--- src/rtl/mesi_txn_sequencer_if.sv ---
// Handshake, state-array, MESI next-state, bus and snoop signals of the transaction sequencer.
interface mesi_txn_sequencer_if #(
    parameter int unsigned ADDR_W = 32
);
    logic              REQ_VALID;
    logic              REQ_READY;
    logic [7:0]        REQ_CMD;
    logic [ADDR_W-1:0] REQ_ADDR;
    logic              ST_RD_EN;
    logic [ADDR_W-1:0] ST_RD_ADDR;
    logic [3:0]        ST_RD_DATA;
    logic              ST_WR_EN;
    logic [ADDR_W-1:0] ST_WR_ADDR;
    logic [3:0]        ST_WR_DATA;
    logic [7:0]        FSM_CMD;
    logic [3:0]        FSM_STATE;
    logic [1:0]        FSM_HM;
    logic [3:0]        FSM_NEXT;
    logic              BUS_VALID;
    logic              BUS_READY;
    logic [1:0]        BUS_OP;
    logic [ADDR_W-1:0] BUS_ADDR;
    logic              SNOOP_VALID;
    logic [1:0]        SNOOP_HM;
    logic              PUT_HM_VALID;
    logic [1:0]        PUT_HM;
    logic              DONE;
    logic [3:0]        DONE_STATE;
    logic              TIMEOUT;

    // Sequencer side: drives the state array, MESI logic inputs and bus requests.
    modport master (
        input  REQ_VALID, REQ_CMD, REQ_ADDR, ST_RD_DATA, FSM_NEXT, BUS_READY, SNOOP_VALID, SNOOP_HM,
        output REQ_READY, ST_RD_EN, ST_RD_ADDR, ST_WR_EN, ST_WR_ADDR, ST_WR_DATA,
               FSM_CMD, FSM_STATE, FSM_HM, BUS_VALID, BUS_OP, BUS_ADDR,
               PUT_HM_VALID, PUT_HM, DONE, DONE_STATE, TIMEOUT
    );

    // Environment side: requester, state array, MESI logic and front-side bus.
    modport slave (
        output REQ_VALID, REQ_CMD, REQ_ADDR, ST_RD_DATA, FSM_NEXT, BUS_READY, SNOOP_VALID, SNOOP_HM,
        input  REQ_READY, ST_RD_EN, ST_RD_ADDR, ST_WR_EN, ST_WR_ADDR, ST_WR_DATA,
               FSM_CMD, FSM_STATE, FSM_HM, BUS_VALID, BUS_OP, BUS_ADDR,
               PUT_HM_VALID, PUT_HM, DONE, DONE_STATE, TIMEOUT
    );
endinterface

--- src/rtl/mesi_txn_sequencer.sv ---
// Runs one cache transaction at a time: state read, optional bus op + snoop wait, MESI update.
module mesi_txn_sequencer #(
    parameter int unsigned ADDR_W        = 32,
    parameter int unsigned SNOOP_TIMEOUT = 15
) (
    input  logic                 CLK,
    input  logic                 RESET,
    mesi_txn_sequencer_if.master io
);
    localparam int unsigned CNT_W = $clog2(SNOOP_TIMEOUT + 1);

    localparam logic [3:0] ST_M = 4'b0001;
    localparam logic [3:0] ST_E = 4'b0010;
    localparam logic [3:0] ST_S = 4'b0100;
    localparam logic [3:0] ST_I = 4'b1000;

    localparam logic [1:0] HM_MISS = 2'd0;
    localparam logic [1:0] HM_HIT  = 2'd1;
    localparam logic [1:0] HM_HITM = 2'd2;

    localparam logic [1:0] OP_READ  = 2'd0;
    localparam logic [1:0] OP_WRITE = 2'd1;
    localparam logic [1:0] OP_INVAL = 2'd2;
    localparam logic [1:0] OP_RWIM  = 2'd3;

    typedef enum logic [2:0] {IDLE, RD, EVAL, BUS_REQ, SNOOP_WAIT, UPDATE} state_t;

    state_t            state_q, state_d;
    logic [7:0]        cmd_q, cmd_d;
    logic [ADDR_W-1:0] addr_q, addr_d;
    logic [3:0]        cur_q, cur_d;
    logic [1:0]        hm_q, hm_d;
    logic [1:0]        op_q, op_d;
    logic              snoop_q, snoop_d;
    logic [CNT_W-1:0]  cnt_q, cnt_d;
    logic [3:0]        done_state_q, done_state_d;
    logic [3:0]        rd_cur;
    logic              fsm_live;

    // Anything that is not a clean one-hot state reads as INVALID.
    function automatic logic [3:0] sanitize(input logic [3:0] s);
        case (s)
            ST_M, ST_E, ST_S, ST_I: return s;
            default:                return ST_I;
        endcase
    endfunction

    // MESI next-state inputs are live from EVAL through UPDATE; EVAL forwards the fresh read.
    assign rd_cur        = sanitize(io.ST_RD_DATA);
    assign fsm_live      = state_q inside {EVAL, BUS_REQ, SNOOP_WAIT, UPDATE};
    assign io.FSM_CMD    = fsm_live ? cmd_q : 8'd0;
    assign io.FSM_STATE  = (state_q == EVAL) ? rd_cur : (fsm_live ? cur_q : 4'd0);
    assign io.FSM_HM     = fsm_live ? hm_q : 2'd0;
    assign io.DONE_STATE = done_state_d;

    // State and transaction latches.
    always_ff @(posedge CLK) begin
        if (RESET) begin
            state_q      <= IDLE;
            cmd_q        <= 8'd0;
            addr_q       <= '0;
            cur_q        <= ST_I;
            hm_q         <= HM_MISS;
            op_q         <= OP_READ;
            snoop_q      <= 1'b0;
            cnt_q        <= '0;
            done_state_q <= ST_I;
        end else begin
            state_q      <= state_d;
            cmd_q        <= cmd_d;
            addr_q       <= addr_d;
            cur_q        <= cur_d;
            hm_q         <= hm_d;
            op_q         <= op_d;
            snoop_q      <= snoop_d;
            cnt_q        <= cnt_d;
            done_state_q <= done_state_d;
        end
    end

    // Next-state and output decode.
    always_comb begin
        state_d         = state_q;
        cmd_d           = cmd_q;
        addr_d          = addr_q;
        cur_d           = cur_q;
        hm_d            = hm_q;
        op_d            = op_q;
        snoop_d         = snoop_q;
        cnt_d           = cnt_q;
        done_state_d    = done_state_q;
        io.REQ_READY    = 1'b0;
        io.ST_RD_EN     = 1'b0;
        io.ST_RD_ADDR   = '0;
        io.ST_WR_EN     = 1'b0;
        io.ST_WR_ADDR   = '0;
        io.ST_WR_DATA   = 4'd0;
        io.BUS_VALID    = 1'b0;
        io.BUS_OP       = 2'd0;
        io.BUS_ADDR     = '0;
        io.PUT_HM_VALID = 1'b0;
        io.PUT_HM       = 2'd0;
        io.DONE         = 1'b0;
        io.TIMEOUT      = 1'b0;

        case (state_q)
            IDLE: begin
                io.REQ_READY = 1'b1;
                if (io.REQ_VALID) begin
                    cmd_d   = io.REQ_CMD;
                    addr_d  = io.REQ_ADDR;
                    hm_d    = HM_MISS;
                    cnt_d   = '0;
                    state_d = RD;
                end
            end
            RD: begin
                io.ST_RD_EN   = 1'b1;
                io.ST_RD_ADDR = addr_q;
                state_d       = EVAL;
            end
            EVAL: begin
                cur_d   = rd_cur;
                snoop_d = 1'b0;
                state_d = UPDATE;
                if (cmd_q inside {8'd3, 8'd4, 8'd5, 8'd6}) begin
                    io.PUT_HM_VALID = 1'b1;
                    io.PUT_HM = (rd_cur == ST_M) ? HM_HITM : ((rd_cur == ST_I) ? HM_MISS : HM_HIT);
                end
                case (cmd_q)
                    8'd0, 8'd2: if (rd_cur == ST_I) begin
                        op_d = OP_READ; snoop_d = 1'b1; state_d = BUS_REQ;
                    end
                    8'd1: if (rd_cur == ST_I) begin
                        op_d = OP_RWIM; snoop_d = 1'b1; state_d = BUS_REQ;
                    end else if (rd_cur == ST_S) begin
                        op_d = OP_INVAL; state_d = BUS_REQ;
                    end
                    8'd4, 8'd6: if (rd_cur == ST_M) begin
                        op_d = OP_WRITE; state_d = BUS_REQ;
                    end
                    default: ;
                endcase
            end
            BUS_REQ: begin
                io.BUS_VALID = 1'b1;
                io.BUS_OP    = op_q;
                io.BUS_ADDR  = addr_q;
                if (io.BUS_READY) begin
                    cnt_d   = '0;
                    state_d = snoop_q ? SNOOP_WAIT : UPDATE;
                end
            end
            SNOOP_WAIT: begin
                if (io.SNOOP_VALID) begin
                    hm_d    = (io.SNOOP_HM == 2'd3) ? HM_HITM : io.SNOOP_HM;
                    state_d = UPDATE;
                end else if (cnt_q == CNT_W'(SNOOP_TIMEOUT - 1)) begin
                    hm_d       = HM_MISS;
                    io.TIMEOUT = 1'b1;
                    state_d    = UPDATE;
                end else begin
                    cnt_d = cnt_q + CNT_W'(1);
                end
            end
            UPDATE: begin
                io.DONE = 1'b1;
                if (cmd_q <= 8'd6) begin
                    io.ST_WR_EN   = 1'b1;
                    io.ST_WR_ADDR = addr_q;
                    io.ST_WR_DATA = io.FSM_NEXT;
                    done_state_d  = io.FSM_NEXT;
                end else begin
                    done_state_d  = cur_q;
                end
                state_d = IDLE;
            end
            default: state_d = IDLE;
        endcase
    end
endmodule

--- src/flat_wrapper.sv ---
// flat-port wrapper written by rule: the top's interface ports become plain ports
module mesi_txn_sequencer_flat 
#(
    parameter int unsigned ADDR_W        = 32,
    parameter int unsigned SNOOP_TIMEOUT = 15
)
  (CLK, RESET, io_REQ_VALID, io_REQ_CMD, io_REQ_ADDR, io_ST_RD_DATA, io_FSM_NEXT, io_BUS_READY, io_SNOOP_VALID, io_SNOOP_HM, io_REQ_READY, io_ST_RD_EN, io_ST_RD_ADDR, io_ST_WR_EN, io_ST_WR_ADDR, io_ST_WR_DATA, io_FSM_CMD, io_FSM_STATE, io_FSM_HM, io_BUS_VALID, io_BUS_OP, io_BUS_ADDR, io_PUT_HM_VALID, io_PUT_HM, io_DONE, io_DONE_STATE, io_TIMEOUT);
  mesi_txn_sequencer_if #(.ADDR_W(ADDR_W)) io_i ();
  input  logic CLK;
  input  logic RESET;
  input wire logic [$bits(io_i.REQ_VALID)-1:0] io_REQ_VALID;
  input wire logic [$bits(io_i.REQ_CMD)-1:0] io_REQ_CMD;
  input wire logic [$bits(io_i.REQ_ADDR)-1:0] io_REQ_ADDR;
  input wire logic [$bits(io_i.ST_RD_DATA)-1:0] io_ST_RD_DATA;
  input wire logic [$bits(io_i.FSM_NEXT)-1:0] io_FSM_NEXT;
  input wire logic [$bits(io_i.BUS_READY)-1:0] io_BUS_READY;
  input wire logic [$bits(io_i.SNOOP_VALID)-1:0] io_SNOOP_VALID;
  input wire logic [$bits(io_i.SNOOP_HM)-1:0] io_SNOOP_HM;
  output wire logic [$bits(io_i.REQ_READY)-1:0] io_REQ_READY;
  output wire logic [$bits(io_i.ST_RD_EN)-1:0] io_ST_RD_EN;
  output wire logic [$bits(io_i.ST_RD_ADDR)-1:0] io_ST_RD_ADDR;
  output wire logic [$bits(io_i.ST_WR_EN)-1:0] io_ST_WR_EN;
  output wire logic [$bits(io_i.ST_WR_ADDR)-1:0] io_ST_WR_ADDR;
  output wire logic [$bits(io_i.ST_WR_DATA)-1:0] io_ST_WR_DATA;
  output wire logic [$bits(io_i.FSM_CMD)-1:0] io_FSM_CMD;
  output wire logic [$bits(io_i.FSM_STATE)-1:0] io_FSM_STATE;
  output wire logic [$bits(io_i.FSM_HM)-1:0] io_FSM_HM;
  output wire logic [$bits(io_i.BUS_VALID)-1:0] io_BUS_VALID;
  output wire logic [$bits(io_i.BUS_OP)-1:0] io_BUS_OP;
  output wire logic [$bits(io_i.BUS_ADDR)-1:0] io_BUS_ADDR;
  output wire logic [$bits(io_i.PUT_HM_VALID)-1:0] io_PUT_HM_VALID;
  output wire logic [$bits(io_i.PUT_HM)-1:0] io_PUT_HM;
  output wire logic [$bits(io_i.DONE)-1:0] io_DONE;
  output wire logic [$bits(io_i.DONE_STATE)-1:0] io_DONE_STATE;
  output wire logic [$bits(io_i.TIMEOUT)-1:0] io_TIMEOUT;
  assign io_i.REQ_VALID = io_REQ_VALID;
  assign io_i.REQ_CMD = io_REQ_CMD;
  assign io_i.REQ_ADDR = io_REQ_ADDR;
  assign io_i.ST_RD_DATA = io_ST_RD_DATA;
  assign io_i.FSM_NEXT = io_FSM_NEXT;
  assign io_i.BUS_READY = io_BUS_READY;
  assign io_i.SNOOP_VALID = io_SNOOP_VALID;
  assign io_i.SNOOP_HM = io_SNOOP_HM;
  assign io_REQ_READY = io_i.REQ_READY;
  assign io_ST_RD_EN = io_i.ST_RD_EN;
  assign io_ST_RD_ADDR = io_i.ST_RD_ADDR;
  assign io_ST_WR_EN = io_i.ST_WR_EN;
  assign io_ST_WR_ADDR = io_i.ST_WR_ADDR;
  assign io_ST_WR_DATA = io_i.ST_WR_DATA;
  assign io_FSM_CMD = io_i.FSM_CMD;
  assign io_FSM_STATE = io_i.FSM_STATE;
  assign io_FSM_HM = io_i.FSM_HM;
  assign io_BUS_VALID = io_i.BUS_VALID;
  assign io_BUS_OP = io_i.BUS_OP;
  assign io_BUS_ADDR = io_i.BUS_ADDR;
  assign io_PUT_HM_VALID = io_i.PUT_HM_VALID;
  assign io_PUT_HM = io_i.PUT_HM;
  assign io_DONE = io_i.DONE;
  assign io_DONE_STATE = io_i.DONE_STATE;
  assign io_TIMEOUT = io_i.TIMEOUT;
  mesi_txn_sequencer #(.ADDR_W(ADDR_W), .SNOOP_TIMEOUT(SNOOP_TIMEOUT)) u_core (.CLK(CLK), .RESET(RESET), .io(io_i));
endmodule
--- config.mk ---
export PLATFORM = sky130hd
export DESIGN_NAME = mesi_txn_sequencer_flat
export DESIGN_NICKNAME = d
export VERILOG_FILES = /design/src/rtl/mesi_txn_sequencer_if.sv /design/src/rtl/mesi_txn_sequencer.sv /design/src/flat_wrapper.sv
export SDC_FILE = /design/constraint.sdc
export NUM_CORES = 1
export LEC_CHECK = 0
export CAP_MARGIN = 20
export CORE_MARGIN = 2
export CORE_UTILIZATION = 30
export CTS_BUF_LIST = sky130_fd_sc_hd__clkbuf_16
export DETAILED_ROUTE_END_ITERATION = 8
export HOLD_SLACK_MARGIN = 0.15
export MAX_ROUTING_LAYER = met4
export PLACE_DENSITY = 0.71
export SLEW_MARGIN = 25
export SYNTH_ARGS = -nofsm -noshare
export SYNTH_HDL_FRONTEND = slang
export SYNTH_SLANG_ARGS = --single-unit
export TNS_END_PERCENT = 20
--- constraint.sdc ---
create_clock -name CLK -period 2.1 [get_ports CLK]
set_input_delay 0.315 -clock CLK [delete_from_list [all_inputs] [get_ports CLK]]
set_output_delay 0.315 -clock CLK [all_outputs]
set_load 0.02 [all_outputs]
## Yosys cells after proc, flatten, opt, wreduce, memory -nomap -nowiden

Index checks and enable logic that the tools add are counted.

- Register bits: 60
- Bits of input ports: 55
- Output and inout port bits: 129
- Logic and storage cells: 112

- Add/sub/neg operators: 1
- $lt $le $gt $ge: 1
- Equal/unequal tests: 28
- Multiplexer cells: 57
- Reductions and logical operators: 16

Operators with widths:

| operator | count |
|---|---|
| two-way mux 32 bit | 4 |
| two-way mux 4 bit | 11 |
| two-way mux 2 bit | 13 |
| equality test 8 x 3 -> 1 bit (second input constant) | 3 |
| two-way mux 3 bit | 8 |
| equality test 8 x 2 -> 1 bit (second input constant) | 2 |
| two-way mux 1 bit | 15 |
| one-hot mux 3 bit (5 select lines) | 1 |
| equality test 4 bit (second input constant) | 3 |
| one-hot mux 4 bit (3 select lines) | 1 |
| AND reduction 5 bit | 2 |
| one-hot mux 3 bit (3 select lines) | 1 |
| equality test 4 x 1 -> 1 bit (second input constant) | 2 |
| equality test 4 x 3 -> 1 bit (second input constant) | 2 |
| equality test 8 x 1 -> 1 bit (second input constant) | 1 |
| less-or-equal comparator 8 x 3 -> 1 bit (second input constant) | 1 |
| zero test 8 bit | 1 |
| two-way mux 8 bit | 1 |
| inequality test 2 bit (second input constant) | 4 |
| nonzero test 4 bit | 2 |
| equality test 3 x 2 -> 1 bit (second input constant) | 2 |
| equality test 3 bit (second input constant) | 2 |
| one-hot mux 2 bit (3 select lines) | 1 |
| AND reduction 3 bit | 2 |
| other kinds (15) | 18 |

## Longest topological paths before layout

- Depth in word-level cells: 8
- Depth in mapped cells: 7
- Depth with buffers taken out: 7

## Worst setup path after synthesis

Ideal clock, no wire load.

- Path kind: register -> output
- Start: reg u_core.cmd_q[0]
- End: out io_PUT_HM[0]
- Data arrival time: 1.696 ns
- Data required time: 1.785 ns
- Path slack: 0.089 ns
- Stages on the path, launching flop included: 6
- Path buffers: 1
- Cells stage by stage: dfxtp_1 > clkbuf_1 > nand2_1 > xnor2_1 > or3_1 > nor3b_1

- Longest elaborated chain between the ends: 4
- Elaborated cells on any way between the ends: 7
- Those cells by class: 4 x eq/ne; 2 x mux; 1 x reduce/logical

Ends and longest elaborated chain:

| element | RTL line | source |
|---|---|---|
| from (decl) | mesi_txn_sequencer.sv:29 | `logic [7:0] cmd_q, cmd_d;` |
| from (signal assigned) | mesi_txn_sequencer.sv:70 | `cmd_q <= cmd_d;` |
| equality test 8 x 2 -> 1 bit / equality test 8 x 3 -> 1 bit (equally long branches) | mesi_txn_sequencer.sv:126 | `if (cmd_q inside {8'd3, 8'd4, 8'd5, 8'd6}) begin` |
| nonzero test 4 bit * | mesi_txn_sequencer.sv:126 |  |
| two-way mux 2 bit * | mesi_txn_sequencer.sv:126 |  |
| two-way mux 2 bit * | mesi_txn_sequencer.sv:106 | `case (state_q)` |
| to (decl) | flat_wrapper.sv:32 | `output wire logic [$bits(io_i.PUT_HM)-1:0] io_PUT_HM;` |

Mark *: on every way between the ends. The rest lies on a longest branch, timed or not.

## Worst setup path in the final report

- Start: reg u_core.cmd_q[5]
- End: out io_ST_WR_ADDR[15]

- Longest elaborated chain between the ends: 3

Ends and longest elaborated chain:

| element | RTL line | source |
|---|---|---|
| less-or-equal comparator 8 x 3 -> 1 bit | mesi_txn_sequencer.sv:168 | `if (cmd_q <= 8'd6) begin` |
| two-way mux 32 bit | mesi_txn_sequencer.sv:168 |  |
| two-way mux 32 bit | mesi_txn_sequencer.sv:106 |  |
| to (decl) | flat_wrapper.sv:23 | `output wire logic [$bits(io_i.ST_WR_ADDR)-1:0] io_ST_WR_ADDR;` |

Every way passes these cells.

==> impl_results.md <==
* Total chip power at between 4 and 5 mW
* Core area at 10,900 um2
* Syn_nets at between 500 and 600
* Buffers on Ports at 183
* CP arrival at 1.81 ns
* Post-Syn Area at 3360 um2
* Ant. Diodes at 0
* Fill cells at 1,056
* Synth top area share at ~36%
* Library cells used by synthesis at 48
* First-pass GRT wire length at 17.9 mm
* Fin worst setup slack at -0.0267 ns
* Cell mode on critical path: buf_6
* DR WL/cell at 14.6 um
* Initial antenna violation count at 0
* Layout cells sized above 1 at 29.1%
* TritonRoute pass-1 iters at 4
* Routed WL at 11.8 mm
* Buffers & Inverters on Critical Path at 4
* Vias at 3,874
* Worst skew pair latency at 0.32 ns
* Mean Syn Cell Area at 7.41 um2
* Worst VDD drop at 533 uV
* Overall die width at between 100 and 150 um
* DRC viols at 0
* Fin. max-slew vios at 0
* Pin count of the biggest net entering global routing at 46
* Syn. warnings at 0
* Largest area contributor in the netlist: dfxtp_1
* Max Freq at 470 MHz
* Post-Synthesis Cells at about 450
* # setup viols final at 18
* PwrDens at 699 nW/um2
* Via-to-Cell Ratio at 4.78
* Worst slew pin tran at 0.398 ns
* Top Ports at 184
* Fraction of the cycle the final worst path needs at 101%
* CTS buffer count at 9
* Max_cap viols at 0
* Layout Skew at 0.00697 ns
* Status: complete, but fails checks
* Syn-to-layout area delta at 72.4%
* CTS sink cnt at 60
* Final hold vios at 0
* Detail Route Antenna Nets at 0
* Final nets at 722
* Min-Delay Path Class: input port to flip-flop
* Cell Rows at 38
* Initial DRC Count at 158
* Core Util, Final at between 50 and 60%
* Delay-heaviest family, CP: buffers and inverters
* Placer Congestion at 0.821
* Max FO, Critical Path at 12
* Clk buf depth at 2
* Clock tree from TritonCTS: done
* Failing checks: setup timing
* Sequential area share after synthesis at 35.8%
* Clock root cell: clkbuf_16
* Seq cells post-synth at 60
* Die Ht at 110 um
* Die area at ~12,000 um2
* Initial core utilization at 30.8%
* CTS clock-pin slew for the worst setup and hold paths at 0.06 ns
* Vias in the first global route at 3,695
* Relative slew slack at about 73%
* Min Clock Period, post-route at roughly 2.1 ns
* LEAKAGE at about 2.7 nW
* Worst path max stage delay at 0.32 ns
* # hold bufs at CTS at 0
* Critical-path cell list: nor3_2 -> nand2_2 -> a31oi_4 -> buf_4 -> buf_6 -> buf_16 -> and3_1 -> buf_6
* Crit end category: primary output
* H-tree depth at 3
* Highest-delay cell along the critical path: dfxtp_2
* GRT Total Usage at 19.5%
* RSZ-0062 raised after global routing: yes
* Synth area leaders: dfxtp_1, and2_1, nand2_1, a21oi_1, and3_1
* CP Launch Type: flip-flop
* Required time of the worst setup path at 1.78 ns
* Grt ovf at 0
* Kind of critical path: flip-flop to primary output
* Post-DP HPWL at 8.80 mm
* R2r setup slk at around 0.4 ns
==> cell usage after synthesis (all sizes together) <==
master,count
a2111oi,1
a211oi,5
a21o,2
a21oi,53
a2bb2oi,1
a31o,1
a31oi,5
a32oi,1
and2,80
and3,39
and3b,2
buf,10
clkbuf,26
dfxtp,60
ha,2
inv,6
mux2i,8
nand2,91
nand2b,1
nand3,2
nand4b,1
nor2,23
nor2b,2
nor3,5
nor3b,2
nor4,1
nor4b,3
o211a,1
o211ai,2
o21a,2
o21ai,6
o22ai,1
o31ai,1
or2,1
or2b,1
or3,1
xnor2,3
xor2,1
==> layout by cell type (no fill, tap or decap), types with 2 or more instances in the layout <==
cell	Yosys	routed
dfxtp_2	0	3
clkinv_2	0	2
nand2_1	90	90
nor2b_1	2	2
buf_4	1	76
clkinv_1	0	2
clkdlybuf4s15_1	0	24
nor2_1	23	22
buf_2	8	6
mux2i_1	8	3
dlygate4sd2_1	0	11
o21a_1	2	2
clkbuf_2	0	47
xnor2_1	3	2
mux2i_2	0	3
and3_4	0	2
a21oi_1	53	51
a211oi_1	3	3
clkdlybuf4s50_1	0	53
inv_1	6	6
o21ai_0	5	5
nand3_1	2	2
buf_6	1	13
mux2i_4	0	2
a31oi_1	4	4
ha_1	2	2
clkbuf_16	0	9
nor3_2	2	2
and2_1	78	79
nor3_1	3	3
and3_1	39	37
dfxtp_1	60	57
a211oi_2	2	2
o211ai_1	2	2
buf_12	0	4
==> power breakdown <==
part	internal [mW]	switching, mW	leakage (nW)
registers	1.24	0.0840	0.491
clock network	0.900	0.505	0.141
logic	0.621	0.691	2.11
total	2.77	1.28	2.74
==> registers in the layout, summed over array words and instances (netlist names) <==
name	flops
u_core.state_q	3
u_core.cmd_q	8
u_core.snoop_q	1
u_core.cnt_q	4
u_core.done_state_q	4
u_core.hm_q	2
u_core.cur_q	4
u_core.addr_q	32
u_core.op_q	2
==> per-layer routing <==
metal	vias to the layer above	routed length [um]	track usage (%)
met4	0	209	7.32
met1	1801	4780	21.4
met2	118	6130	35.1
met5	-	0	-
li1	1939	-	-
met3	16	723	3.56
==> kinds of logic (layout without fill, tap and decap cells) <==
group	count (synthesis)	after routing	synth area share (%)
AO/OA/AOI/OAI	82	82	15.0
XOR/XNOR	4	4	1.04
multiplexers	8	8	2.38
AND/OR/NAND/NOR	255	255	39.7
adder cells (fa/ha/maj)	2	2	0.745
buffers and inverters	42	259	5.33
flip-flops	60	60	35.8
==> final timing paths <==
| check | endpoint | cells past startpoint | startpoint |
|---|---|---|---|
| setup / recovery | io_ST_WR_ADDR[15] | 8 | u_core.cmd_q[5] |
| hold / removal | u_core.cnt_q[0] | 2 | RESET |
| hold reg to reg | u_core.hm_q[0] | 2 | u_core.hm_q[0] |
| setup reg to reg | u_core.op_q[0] | 7 | u_core.state_q[2] |
==> final cells by class <==
type / count / area, um2 / area share [%]
clock buffers: 9 / 225 / 3.89
repair buffers: 237 / 1980 / 34.3
multi-input cells: 351 / 2120 / 36.6
well taps: 140 / 175 / 3.03
flip-flops and latches: 60 / 1200 / 20.8
inverters: 6 / 22.5 / 0.389
clock inverters: 7 / 58.8 / 1.02
==> through the flow <==
stage / setup WS [ns] / TNS [ns] / hold WS (ns) / instances / area [um2]
2_1_floorplan: 0.0891 / 0 / 0.427 / 453 / 3360
3_3_place_gp: -0.377 / -6.03 / 0.435 / 786 / 5590
3_5_place_dp: -0.415 / -6.79 / 0.454 / 786 / 5590
4_1_cts: -0.174 / -0.808 / 0.366 / 808 / 5740
5_1_grt: -0.110 / -2.73 / 0.375 / 810 / 5790
6_report: -0.0267 / -0.192 / 0.370 / 810 / 5790
==> repair_timing <==
action                     4_1_cts  5_1_grt
pin swaps                        5        3
setup endpoints to repair      129      112
gates resized for setup        299      178
cloned                           1        0
buffers inserted                 5        3
No activity file was read; power rests on OpenSTA's default activity.
